### config.mk
export PLATFORM = sky130hd
export DESIGN_NAME = shift_seq
export DESIGN_NICKNAME = d
export VERILOG_FILES = /design/src/rtl/shift_seq.sv
export SDC_FILE = /design/constraint.sdc
export NUM_CORES = 1
export LEC_CHECK = 0
export ABC_AREA = 1
export BUFFER_PORTS_ARGS = -buffer_cell sky130_fd_sc_hd__buf_2
export CAP_MARGIN = 30
export CORE_ASPECT_RATIO = 1.75
export CORE_UTILIZATION = 52
export CTS_CLUSTER_SIZE = 28
export DETAILED_ROUTE_END_ITERATION = 10
export PLACE_DENSITY = 0.75
export SETUP_SLACK_MARGIN = 0.5
export SLEW_MARGIN = 20
export SYNTH_ARGS = -nofsm -noshare
export SYNTH_HDL_FRONTEND = slang
export SYNTH_SLANG_ARGS = --single-unit
export TNS_END_PERCENT = 5
### constraint.sdc
create_clock -name clk -period 1.5 [get_ports clk]
set_input_delay 0.225 -clock clk [delete_from_list [all_inputs] [get_ports clk]]
set_output_delay 0.225 -clock clk [all_outputs]
set_load 0.02 [all_outputs]
### src/rtl/shift_seq.sv
// shift_seq: loads a word into an external bidirectional shift register and returns its old contents.
// Build option SHIFT_SEQ_BACK2BACK_EN lets DONE accept the next request directly.
//
// state | meaning
// IDLE  | waiting for a load request
// SHIFT | driving sh/y for WIDTH cycles while capturing q_in
// DONE  | presenting the captured word until out_ready
module shift_seq #(
    parameter int WIDTH = 5
) (
    input  logic             clk,
    input  logic             rst_n,
    input  logic             in_valid,
    output logic             in_ready,
    input  logic [WIDTH-1:0] in_data,
    input  logic             in_dir,
    output logic             y,
    output logic             sh,
    output logic             rt,
    input  logic             q_in,
    output logic             out_valid,
    input  logic             out_ready,
    output logic [WIDTH-1:0] out_data,
    output logic             busy
);

    localparam int CW = $clog2(WIDTH + 1);
    localparam logic [CW-1:0] LAST = CW'(WIDTH - 1);

    typedef enum logic [1:0] {IDLE, SHIFT, DONE} state_t;

    state_t           state, state_nxt;
    logic [WIDTH-1:0] data_r, data_nxt;
    logic [WIDTH-1:0] cap_r, cap_nxt, cap_shift;
    logic [WIDTH-1:0] out_data_nxt;
    logic [CW-1:0]    cnt, cnt_nxt;
    logic             dir_r, dir_nxt;
    logic             y_nxt, sh_nxt, out_valid_nxt;
    logic             accept;

    assign busy = (state != IDLE);
`ifdef SHIFT_SEQ_BACK2BACK_EN
    assign in_ready = (state == IDLE) || ((state == DONE) && out_ready);
`else
    assign in_ready = (state == IDLE);
`endif
    assign accept = in_valid && in_ready;
    assign rt     = dir_r;

    // Shifting the capture in from the far end puts sample k at cap[k] (right) or cap[WIDTH-1-k] (left).
    assign cap_shift = dir_r ? {q_in, cap_r[WIDTH-1:1]} : {cap_r[WIDTH-2:0], q_in};

    always_ff @(posedge clk or negedge rst_n) begin
        if (!rst_n) begin
            state     <= IDLE;
            data_r    <= '0;
            cap_r     <= '0;
            cnt       <= '0;
            dir_r     <= 1'b0;
            y         <= 1'b0;
            sh        <= 1'b0;
            out_valid <= 1'b0;
            out_data  <= '0;
        end else begin
            state     <= state_nxt;
            data_r    <= data_nxt;
            cap_r     <= cap_nxt;
            cnt       <= cnt_nxt;
            dir_r     <= dir_nxt;
            y         <= y_nxt;
            sh        <= sh_nxt;
            out_valid <= out_valid_nxt;
            out_data  <= out_data_nxt;
        end
    end

    always_comb begin
        state_nxt     = state;
        data_nxt      = data_r;
        cap_nxt       = cap_r;
        cnt_nxt       = cnt;
        dir_nxt       = dir_r;
        y_nxt         = y;
        sh_nxt        = 1'b0;
        out_valid_nxt = out_valid;
        out_data_nxt  = out_data;

        case (state)
            IDLE: ;
            SHIFT: begin
                cap_nxt = cap_shift;
                cnt_nxt = cnt + CW'(1);
                if (cnt == LAST) begin
                    state_nxt     = DONE;
                    out_valid_nxt = 1'b1;
                    out_data_nxt  = cap_shift;
                end else begin
                    sh_nxt   = 1'b1;
                    y_nxt    = dir_r ? data_r[0] : data_r[WIDTH-1];
                    data_nxt = dir_r ? (data_r >> 1) : (data_r << 1);
                end
            end
            DONE: begin
                if (out_ready) begin
                    out_valid_nxt = 1'b0;
                    state_nxt     = IDLE;
                end
            end
            default: state_nxt = IDLE;
        endcase

        // The first bit goes out on the accept edge; data_r keeps the bits still to send.
        if (accept) begin
            state_nxt = SHIFT;
            dir_nxt   = in_dir;
            cnt_nxt   = '0;
            sh_nxt    = 1'b1;
            y_nxt     = in_dir ? in_data[0] : in_data[WIDTH-1];
            data_nxt  = in_dir ? (in_data >> 1) : (in_data << 1);
        end
    end

endmodule

==> results of run 1 <==
==> how the worst max path moves through the flow <==
stage                              start  slack, ns               endpoint
CTS                 state[1]$_DFFE_PN0P_       0.27                   busy
finish              state[1]$_DFFE_PN0P_       0.23                   busy
floorplan           state[0]$_DFFE_PN0P_       0.33  data_r[4]$_DFFE_PN0P_
global route        state[1]$_DFFE_PN0P_       0.17                   busy
global placement      cnt[0]$_DFFE_PN0P_       0.23  data_r[3]$_DFFE_PN0P_
detailed placement    cnt[0]$_DFFE_PN0P_       0.20  data_r[0]$_DFFE_PN0P_
==> through the flow <==
step / worst slack [ns] / cells / hold slack [ns] / utilization (%) / total power, mW
6_report: 0.227 / 233 / 0.174 / 70.4 / 3.67
4_1_cts: 0.271 / 232 / 0.165 / 69.5 / 3.61
2_1_floorplan: 0.334 / 176 / -0.0706 / - / 2.35
5_1_grt: 0.171 / 233 / 0.172 / 70.4 / 3.97
3_5_place_dp: 0.205 / 218 / 0.234 / 60.5 / 2.70
3_3_place_gp: 0.229 / 218 / 0.234 / 60.5 / 2.65
==> cells by family after synthesis <==
logic type,after synthesis
compound gates,15
xor+xnor,1
fa+ha+maj,2
buf+inv,30
flops,24
simple gates,104
==> layout make-up <==
cell class	instances	share of cell area, %
Clock buffer	3	2.55
Sequential cell	24	37.2
Inverter	26	6.02
Multi-Input combinational cell	122	36.4
Clock inverter	1	1.85
Tap cell	25	1.93
Timing Repair Buffer	32	14.0
==> metal layers <==
layer | track usage (%) | vias up
li1 | - | 590
met1 | 27.6 | 536
met2 | 47.1 | 21
met3 | 1.32 | 4
met4 | 13.4 | 0
met5 | 0 | -
==> registers in the layout, indices dropped and copies added (netlist names) <==
| name | cells |
|---|---|
| cap_r | 5 |
| cnt | 3 |
| data_r | 5 |
| out_data | 5 |
| out_valid | 1 |
| rt | 1 |
| sh | 1 |
| state | 2 |
| y | 1 |
==> repair_timing <==
| action | in CTS | in global routing |
|---|---|---|
| setup endpoints to repair | 35 | 35 |
| buffers inserted | 9 | 1 |
| endpoints found under the hold margin | 24 | 0 |
| pin swaps | 6 | 4 |
| hold buffers | 1 | 0 |
| gates resized for setup | 12 | 2 |
==> cells in the mapped netlist <==
cell     instances  area share [%]
nand3_1          8             3.1
inv_2            2            0.59
buf_6            2             1.8
o21ai_1          6             2.4
o21ai_0          8             3.1
nor2_4           2             1.8
o31ai_1          1            0.59
nand2_4          2             1.8
buf_2            2            0.79
nor2_1           8             2.4
nand2_2          1            0.49
dfrtp_1         24              47
nand2_1         83              24
ha_1             2             2.0
xor2_1           1            0.69
inv_1           24             7.1
==> power by group through the flow <==
| stage | Clock [mW] | Sequential (mW) | Combinational (mW) |
|---|---|---|---|
| 6_report | 0.568 | 1.14 | 1.96 |
| 5_1_grt | 0.608 | 1.17 | 2.19 |
| 4_1_cts | 0.571 | 1.13 | 1.91 |
| 3_5_place_dp | 0 | 1.19 | 1.51 |
| 3_3_place_gp | 0 | 1.17 | 1.48 |
| 2_1_floorplan | 0 | 1.25 | 1.10 |
==> critical path: stages, from the launching register on <==
cell and delay [ns]:
dfrtp_1 0.44, inv_2 0.13, nand2_2 0.08, buf_6 0.13
==> flow_summary.json, run 1 <==
{
  "ff2ff_path_depth": 7,
  "h-tree-depth": 1,
  "crit_type": "reg2out",
  "p_per_area_mw_per_mm2": 2260,
  "dr.max_layer_used": "met4",
  "areaGrowthSynthToFinish_pct": 27.2,
  "min_from": "out_ready",
  "whs_path_depth": 2,
  "drt-met1-wl_um": 1140,
  "reg2reg_slack_ns": 0.24,
  "synthSimpleGateAreaFrac_pct": 34.0,
  "post-route-period-util_pct": 84.9,
  "fmax_ghz": 0.786,
  "slew_violations": 0,
  "drt_iter0_drc": 41,
  "core_area_mm2": 0.00230,
  "grt_max_degree": 25,
  "yosys_warnings": 0,
  "final_cell_mix": "nand2_1 (81), dfrtp_1 (22), inv_1 (21)",
  "outcome": "finished, final reports clean",
  "synth.distinct_cells": 16,
  "routed_wirelength_um": 2960,
  "place_area_mm2": 0.00139,
  "regArea_um2": 603,
  "clockBufferDepth": 2,
  "wire_per_inst_um": 12.7,
  "final_common_cell": "nand2_1",
  "die_w_um": 39.4,
  "synth_xor_area_share_pct": 0.687,
  "seq_power_share_pct": 31.0,
  "cp.required_ns": 1.27,
  "maxSlewHeadroom_pct": 64.5,
  "final_area_mm2": 0.00162,
  "switching_share_pct": 43.5,
  "fin_nets": 222,
  "grt-ovfl-total": 0,
  "synth_compound_area_share_pct": 6.08,
  "dieArea_mm2": 0.00266,
  "synthMuxAreaShare_pct": 0,
  "clkSinkCount": 24,
  "grt_pass1_vias": 1125,
  "multi_input_area_um2": 591,
  "clock_skew_ns": 0.00193,
  "max_cap_viol_count": 0,
  "syn_avg_cell_area_um2": 7.24,
  "post_drt_via_cell_ratio": 4.94,
  "cts_tree": "done",
  "vias": 1151,
  "clkTransAtPathRegs_ns": 0.09,
  "syn_area_mm2": 0.00127,
  "root_buffer": "clkbuf_8",
  "setup_viol": 0,
  "cp-end-kind": "output port",
  "dp_hpwl_um": 2050,
  "fillers": 179,
  "yosysSeqAreaShare_pct": 47.1,
  "r2r-end": "out_data[2]$_DFFE_PN0P_",
  "cts_buffers": 3,
  "final_antenna_net_count": 0,
  "die_y_um": 67.5,
  "syn-num-nets": 189,
  "start_kind": "flop",
  "grtUsageTotal_pct": 25.7,
  "drc": 0,
  "p_int_mw": 2.07,
  "switchingPower_mw": 1.60,
  "hold_path.class": "in2reg",
  "antenna_found_initial": 0,
  "drt-pass1-iter-count": 4,
  "grt_pass1_wl_um": 4690,
  "tightest_slew_ns": 0.533,
  "drive_gt1_share_pct": 25.0,
  "io_pins": 22,
  "synth_top_family_by_area": "simple AND/OR/NAND/NOR gates",
  "diodes": 0,
  "pwr-share-clk_pct": 15.5,
  "cp_max_fo": 3,
  "arrival_ns": 1.05,
  "rsz0062_at_grt": "true",
  "num_rows": 23,
  "combinationalPowerShare_pct": 53.5,
  "wl_met3_um": 59,
  "vdd_ir_drop_max_uv": 1310,
  "hold-path-endpoint": "state[1]$_DFFE_PN0P_",
  "synth_cells": 176,
  "finalHoldViolations": 0,
  "period_minus_slack_ns": 1.27,
  "synthAdderAreaFrac_pct": 1.96,
  "wl_met2_um": 1710,
  "leakagePower_nw": 0.940,
  "setup-tns-final_ns": 0,
  "gp_congestion": 0.752,
  "r2r_start": "cnt[0]$_DFFE_PN0P_",
  "io_buffers": 21,
  "synth_seq_cells": 24,
  "initial_core_util_pct": 55.4,
  "clk_latency_ns": 0.26
}
No activity file was read; power rests on OpenSTA's default activity.
==> inputs of run 2 (changes only) <==
--- a/config.mk
+++ b/config.mk
@@ -9,10 +9,10 @@
 export BUFFER_PORTS_ARGS = -buffer_cell sky130_fd_sc_hd__buf_2
 export CAP_MARGIN = 30
 export CORE_ASPECT_RATIO = 1.75
-export CORE_UTILIZATION = 52
+export CORE_UTILIZATION = 49
 export CTS_CLUSTER_SIZE = 28
 export DETAILED_ROUTE_END_ITERATION = 10
-export PLACE_DENSITY = 0.75
+export PLACE_DENSITY = 0.74
 export SETUP_SLACK_MARGIN = 0.5
 export SLEW_MARGIN = 20
 export SYNTH_ARGS = -nofsm -noshare
==> constraint.sdc (replaced) <==
create_clock -name clk -period 1 [get_ports clk]
set_input_delay 0.15 -clock clk [delete_from_list [all_inputs] [get_ports clk]]
set_output_delay 0.15 -clock clk [all_outputs]
set_load 0.02 [all_outputs]
==> flow_summary.json, run 2 (same netlist as run 1, synthesis figures left out) <==
{
  "crit_chain": "buf_6, nor2_4, buf_6, buf_6",
  "cp_slowest_stage_delay_ns": 0.43,
  "period_minus_slack_ns": 1.27,
  "gp_congestion": 0.830,
  "drt-pass1-iter-count": 5,
  "start_kind": "flop",
  "utilization_pct": 67.4,
  "core_area_mm2": 0.00249,
  "drt-met1-wl_um": 1080,
  "num_rows": 24,
  "setup-tns-final_ns": -3.51,
  "final_antenna_net_count": 0,
  "slowest_stage": "dfrtp_1",
  "wire_per_inst_um": 12.0,
  "fmax_ghz": 0.786,
  "clk_latency_ns": 0.27,
  "grtUsageTotal_pct": 23.9,
  "final_common_cell": "nand2_1",
  "p_per_area_mw_per_mm2": 3380,
  "reg_top3": "cap_r x5, data_r x5, out_data x5",
  "maxSlewHeadroom_pct": 79.5,
  "drive_gt1_share_pct": 29.2,
  "io_pins": 22,
  "root_buffer": "clkbuf_8",
  "wl_met3_um": 84,
  "violations": "hold timing, setup timing",
  "io_buffers": 21,
  "initial_core_util_pct": 51.2,
  "path_buf_inv": 3,
  "max_cap_viol_count": 0,
  "drt_iter0_drc": 32,
  "routed_wirelength_um": 2860,
  "grt_pass1_vias": 1133,
  "setup_ws_ns": -0.272,
  "antenna_found_initial": 0,
  "crit_type": "reg2out",
  "arrival_ns": 1.12,
  "wl_met2_um": 1630,
  "post-route-period-util_pct": 127,
  "clkTransAtPathRegs_ns": 0.08,
  "outcome": "complete, but fails checks",
  "clock_skew_ns": 0.00372,
  "cts_tree": "done",
  "leakagePower_nw": 0.966,
  "dr.max_layer_used": "met4",
  "vias": 1181,
  "die_w_um": 40.6,
  "place_area_mm2": 0.00150,
  "drc": 0,
  "post_drt_via_cell_ratio": 4.96,
  "hold_path.class": "in2async",
  "diodes": 0,
  "worst_path_most_repeated_cell": "buf_6",
  "cp-end-kind": "output port",
  "cts_buffers": 3,
  "power_mw": 5.68,
  "rsz0062_at_grt": "true",
  "grt_pass1_wl_um": 4710,
  "cp_max_fo": 3,
  "clkSinkCount": 24,
  "finalHoldViolations": 24,
  "vdd_ir_drop_max_uv": 1710,
  "fin_nets": 226,
  "grt-ovfl-total": 0,
  "cp.required_ns": 0.85,
  "h-tree-depth": 1,
  "dp_hpwl_um": 2160,
  "grt_max_degree": 25,
  "die_y_um": 69.5,
  "cp_top_family": "flip-flops",
  "areaGrowthSynthToFinish_pct": 31.8,
  "setup_viol": 22,
  "clockBufferDepth": 2,
  "dieArea_mm2": 0.00282,
  "holdWs_ns": -0.150,
  "final_area_mm2": 0.00168,
  "tightest_slew_ns": 0.308,
  "slew_violations": 0,
  "final_cell_mix": "nand2_1 (80), dfrtp_1 (22), inv_1 (19)"
}
run 2: final cells by class:
type | count | area, um2
clock buffer | 4 | 55.1
fill | 205 | 812
inverter | 26 | 103
multi-input combinational | 122 | 589
sequential | 24 | 603
tap | 26 | 32.5
timing repair buffer | 36 | 298
run 2: worst reg2reg max path: stages, from the launching register on:
cell	delay [ns]
dfrtp_1	0.43
buf_6	0.14
nor2_4	0.09
buf_4	0.12
nand2_4	0.07
buf_4	0.15
nand2_1	0.07
nand3_1	0.08
nand2_1	0.06
run 2: worst paths after layout:
kind / slack [ns] / to / cells after the start / startpoint
max: -0.27 / in_ready / 4 / state[1]$_DFFE_PN0P_
min: -0.15 / cap_r[0]$_DFFE_PN0P_ / 2 / rst_n
max reg2reg: -0.26 / y$_DFFE_PN0P_ / 8 / state[1]$_DFFE_PN0P_
min reg2reg: 0.48 / out_data[2]$_DFFE_PN0P_ / 2 / out_data[2]$_DFFE_PN0P_
max in group asynchronous: 0.89 / rt$_DFFE_PN0P_ / 2 / rst_n
min in group clk: 0.10 / state[1]$_DFFE_PN0P_ / 2 / out_ready
run 2: timing repair:
action	in CTS	in global routing
endpoints found under the hold margin	24	24
buffers inserted	2	0
endpoints found under the setup margin	35	35
pin swaps	8	3
resized for setup	32	10
run 2: per-layer routing:
metal	track usage [%]	up-vias
met5	0	-
met4	10.4	0
met2	41.1	36
met3	4.17	7
li1	-	601
met1	25.9	537
run 2: report_power, final:
group          internal, mW  switching, mW
Clock                 0.352          0.305
Combinational          1.45           1.81
Sequential             1.43          0.339
run 2: stage by stage:
| stage | worst slack [ns] | cells |
|---|---|---|
| final | -0.272 | 238 |
| after global routing | -0.314 | 238 |
| after CTS | -0.270 | 238 |
| after detailed placement | -0.255 | 232 |
| after global placement | -0.203 | 232 |
| after floorplan | -0.166 | 176 |
==> inputs of run 3 (changes only) <==
--- a/config.mk
+++ b/config.mk
@@ -5,14 +5,13 @@
 export SDC_FILE = /design/constraint.sdc
 export NUM_CORES = 1
 export LEC_CHECK = 0
-export ABC_AREA = 1
 export BUFFER_PORTS_ARGS = -buffer_cell sky130_fd_sc_hd__buf_2
 export CAP_MARGIN = 30
 export CORE_ASPECT_RATIO = 1.75
-export CORE_UTILIZATION = 49
+export CORE_UTILIZATION = 48
 export CTS_CLUSTER_SIZE = 28
 export DETAILED_ROUTE_END_ITERATION = 10
-export PLACE_DENSITY = 0.74
+export PLACE_DENSITY = 0.77
 export SETUP_SLACK_MARGIN = 0.5
 export SLEW_MARGIN = 20
 export SYNTH_ARGS = -nofsm -noshare
==> flow_summary.json, run 3 <==
{
  "netlist.area_leader.share_pct": 51.4,
  "syn_avg_cell_area_um2": 11.0,
  "fillers": 176,
  "p_per_area_mw_per_mm2": 3530,
  "vias": 904,
  "crit_chain": "o21bai_4, a31o_4, inv_6, mux2_4",
  "io_buffers": 21,
  "io_pins": 22,
  "clock_skew_ns": 0.00184,
  "max_cap_viol_count": 0,
  "slowest_stage": "dfrtp_2",
  "dp_hpwl_um": 1900,
  "maxSlewHeadroom_pct": 81.4,
  "tightest_slew_ns": 0.280,
  "syn_area_mm2": 0.00117,
  "fmax_ghz": 0.732,
  "async_reset_ff_share_pct": 100,
  "fin_nets": 155,
  "setup_viol": 27,
  "final_common_cell": "dfrtp_1",
  "reg_top3": "cap_r x5, data_r x5, out_data x5",
  "vdd_ir_drop_max_uv": 2150,
  "h-tree-depth": 1,
  "synth.area.top_cells": "dfrtp_1 (51%), mux2i_1 (15%), o21ai_0 (6.0%)",
  "clk_latency_ns": 0.26,
  "cp_slowest_stage_delay_ns": 0.45,
  "synth-edff-count": 0,
  "synth_top_cell_by_area": "dfrtp_1",
  "clkSinkCount": 24,
  "seq_power_share_pct": 32.9,
  "core_area_mm2": 0.00230,
  "grt_pass1_vias": 908,
  "p_int_mw": 3.56,
  "start_kind": "flop",
  "antenna_found_initial": 0,
  "post-route-period-util_pct": 137,
  "period_minus_slack_ns": 1.37,
  "dieArea_mm2": 0.00264,
  "initial_core_util_pct": 50.7,
  "synth_cells": 106,
  "yosys-top-cells-count": "dfrtp_1 (24), mux2i_1 (18), nand2_1 (15)",
  "yosys_warnings": 0,
  "final_cell_mix": "dfrtp_1 (21), mux2i_1 (16), buf_2 (15)",
  "ys.flop_type": "dfrtp_1",
  "reg2reg_slack_ns": -0.37,
  "cts_buffers": 3,
  "grt-ovfl-total": 0,
  "cp-end-kind": "flop",
  "r2r_start": "state[1]$_DFFE_PN0P_",
  "synth.distinct_cells": 22,
  "grt_pass1_wl_um": 3800,
  "setup_ws_ns": -0.366,
  "violations": "hold timing, setup timing",
  "synth_most_common_cell": "dfrtp_1",
  "synth_top_family_by_area": "multiplexers",
  "switchingPower_mw": 2.10,
  "grtUsageTotal_pct": 21.0,
  "syn-num-nets": 119,
  "switching_share_pct": 37.1,
  "hold_path.class": "in2async",
  "gp_congestion": 0.868,
  "finalHoldViolations": 24,
  "path_buf_inv": 1,
  "clockBufferDepth": 2,
  "synthMuxAreaShare_pct": 20.3,
  "crit_start": "state[1]$_DFFE_PN0P_",
  "synth_compound_area_share_pct": 10.4,
  "root_buffer": "clkbuf_8",
  "cp.required_ns": 1.15,
  "combinationalPowerShare_pct": 52.3,
  "fin_cells": 166,
  "cp_top_family": "flip-flops",
  "pwr-share-clk_pct": 14.8,
  "yosysSeqAreaShare_pct": 51.4,
  "rsz0062_at_grt": "true",
  "post_drt_via_cell_ratio": 5.45,
  "synthAdderAreaFrac_pct": 2.14,
  "arrival_ns": 1.52,
  "outcome": "complete, but fails checks",
  "synth_seq_cells": 24,
  "synthSimpleGateAreaFrac_pct": 10.5,
  "placed_cells_incl_taps": 161,
  "holdWs_ns": -0.269,
  "crit_type": "reg2reg",
  "drc": 0,
  "drt-pass1-iter-count": 4,
  "wire_per_inst_um": 14.6,
  "cp_max_fo": 5,
  "die_y_um": 67.2,
  "diodes": 0,
  "drt_iter0_drc": 18,
  "leakagePower_nw": 0.784,
  "grt_max_degree": 17,
  "synth_xor_area_share_pct": 0,
  "drive_gt1_share_pct": 44.7,
  "cts_tree": "done",
  "slew_violations": 0,
  "num_rows": 23,
  "routed_wirelength_um": 2430,
  "areaGrowthSynthToFinish_pct": 37.4,
  "clkTransAtPathRegs_ns": 0.08,
  "die_w_um": 39.3,
  "final_antenna_net_count": 0
}
[run 3: cell types whose count changed in the layout (fill, tap and decap cells not counted), moves of 3 or more]
cell / previous run / this run
nand2b_1: 0 / 3
nand3_1: 7 / 0
nand2_1: 80 / 12
nand2_4: 4 / 0
buf_2: 12 / 15
inv_1: 19 / 8
nor2_1: 7 / 0
mux2_4: 0 / 4
mux2i_1: 0 / 16
inv_2: 6 / 0
[run 3: final cells by class]
type	count	area (um2)	share of cell area [%]
Tap cell	25	31.3	1.95
Inverter	9	38.8	2.42
Timing Repair Buffer	36	283	17.6
Clock inverter	1	30.0	1.87
Multi-Input combinational cell	68	576	35.9
Clock buffer	3	41.3	2.57
Sequential cell	24	604	37.7
[run 3: timing repair]
item | CTS | global route
setup buffers | 1 | 0
setup endpoints to repair | 35 | 35
hold endpoints to repair | 24 | 24
resized for setup | 29 | 12
gates cloned | 0 | 0
pin swaps | 9 | 0
[run 3: final timing paths]
check | endpoint | cells past startpoint
max reg2reg | y$_DFFE_PN0P_ | 4
min in group clk | state[1]$_DFFE_PN0P_ | 2
max | y$_DFFE_PN0P_ | 4
min reg2reg | out_data[1]$_DFFE_PN0P_ | 2
min | out_valid$_DFFE_PN0P_ | 1
max in group asynchronous | rt$_DFFE_PN0P_ | 2
[run 3: logic make-up after synthesis]
| logic type | after synthesis |
|---|---|
| flip-flops | 24 |
| multiplexers | 23 |
| AND/OR/NAND/NOR | 23 |
| AO/OA/AOI/OAI | 20 |
| buffers and inverters | 14 |
| adder cells (fa/ha/maj) | 2 |
[run 3: worst register-to-register path, cell delays in order, from the launching register on]
cell      delay [ns]
dfrtp_2         0.45
o21bai_4        0.19
a31o_4          0.24
inv_6           0.08
mux2_4          0.30
[run 3: power by group through the flow]
stage / registers [mW] / logic [mW] / clock network [mW]
floorplan: 1.88 / 1.64 / 0
global placement: 1.78 / 2.45 / 0
detailed placement: 1.82 / 2.56 / 0
CTS: 1.83 / 2.84 / 0.852
global route: 1.92 / 3.19 / 0.887
finish: 1.86 / 2.96 / 0.837
[run 3: through the flow]
| step | worst slack, ns | util (%) | cell area [um2] | setup TNS (ns) | power [mW] |
|---|---|---|---|---|---|
| floorplan | -0.337 | - | 1210 | -4.75 | 3.52 |
| global placement | -0.320 | 62.3 | 1440 | -5.37 | 4.23 |
| detailed placement | -0.373 | 62.3 | 1440 | -6.45 | 4.39 |
| CTS | -0.372 | 68.0 | 1570 | -6.07 | 5.52 |
| global route | -0.400 | 69.7 | 1600 | -7.29 | 5.99 |
| finish | -0.366 | 69.7 | 1600 | -5.83 | 5.66 |
[run 3: metal layers]
metal	vias up	global-route usage (%)	share of wire, %
met2	19	39.0	58
li1	435	-	-
met4	0	9.05	0.78
met3	2	1.97	2.9
met1	448	22.7	38
met5	-	0	0
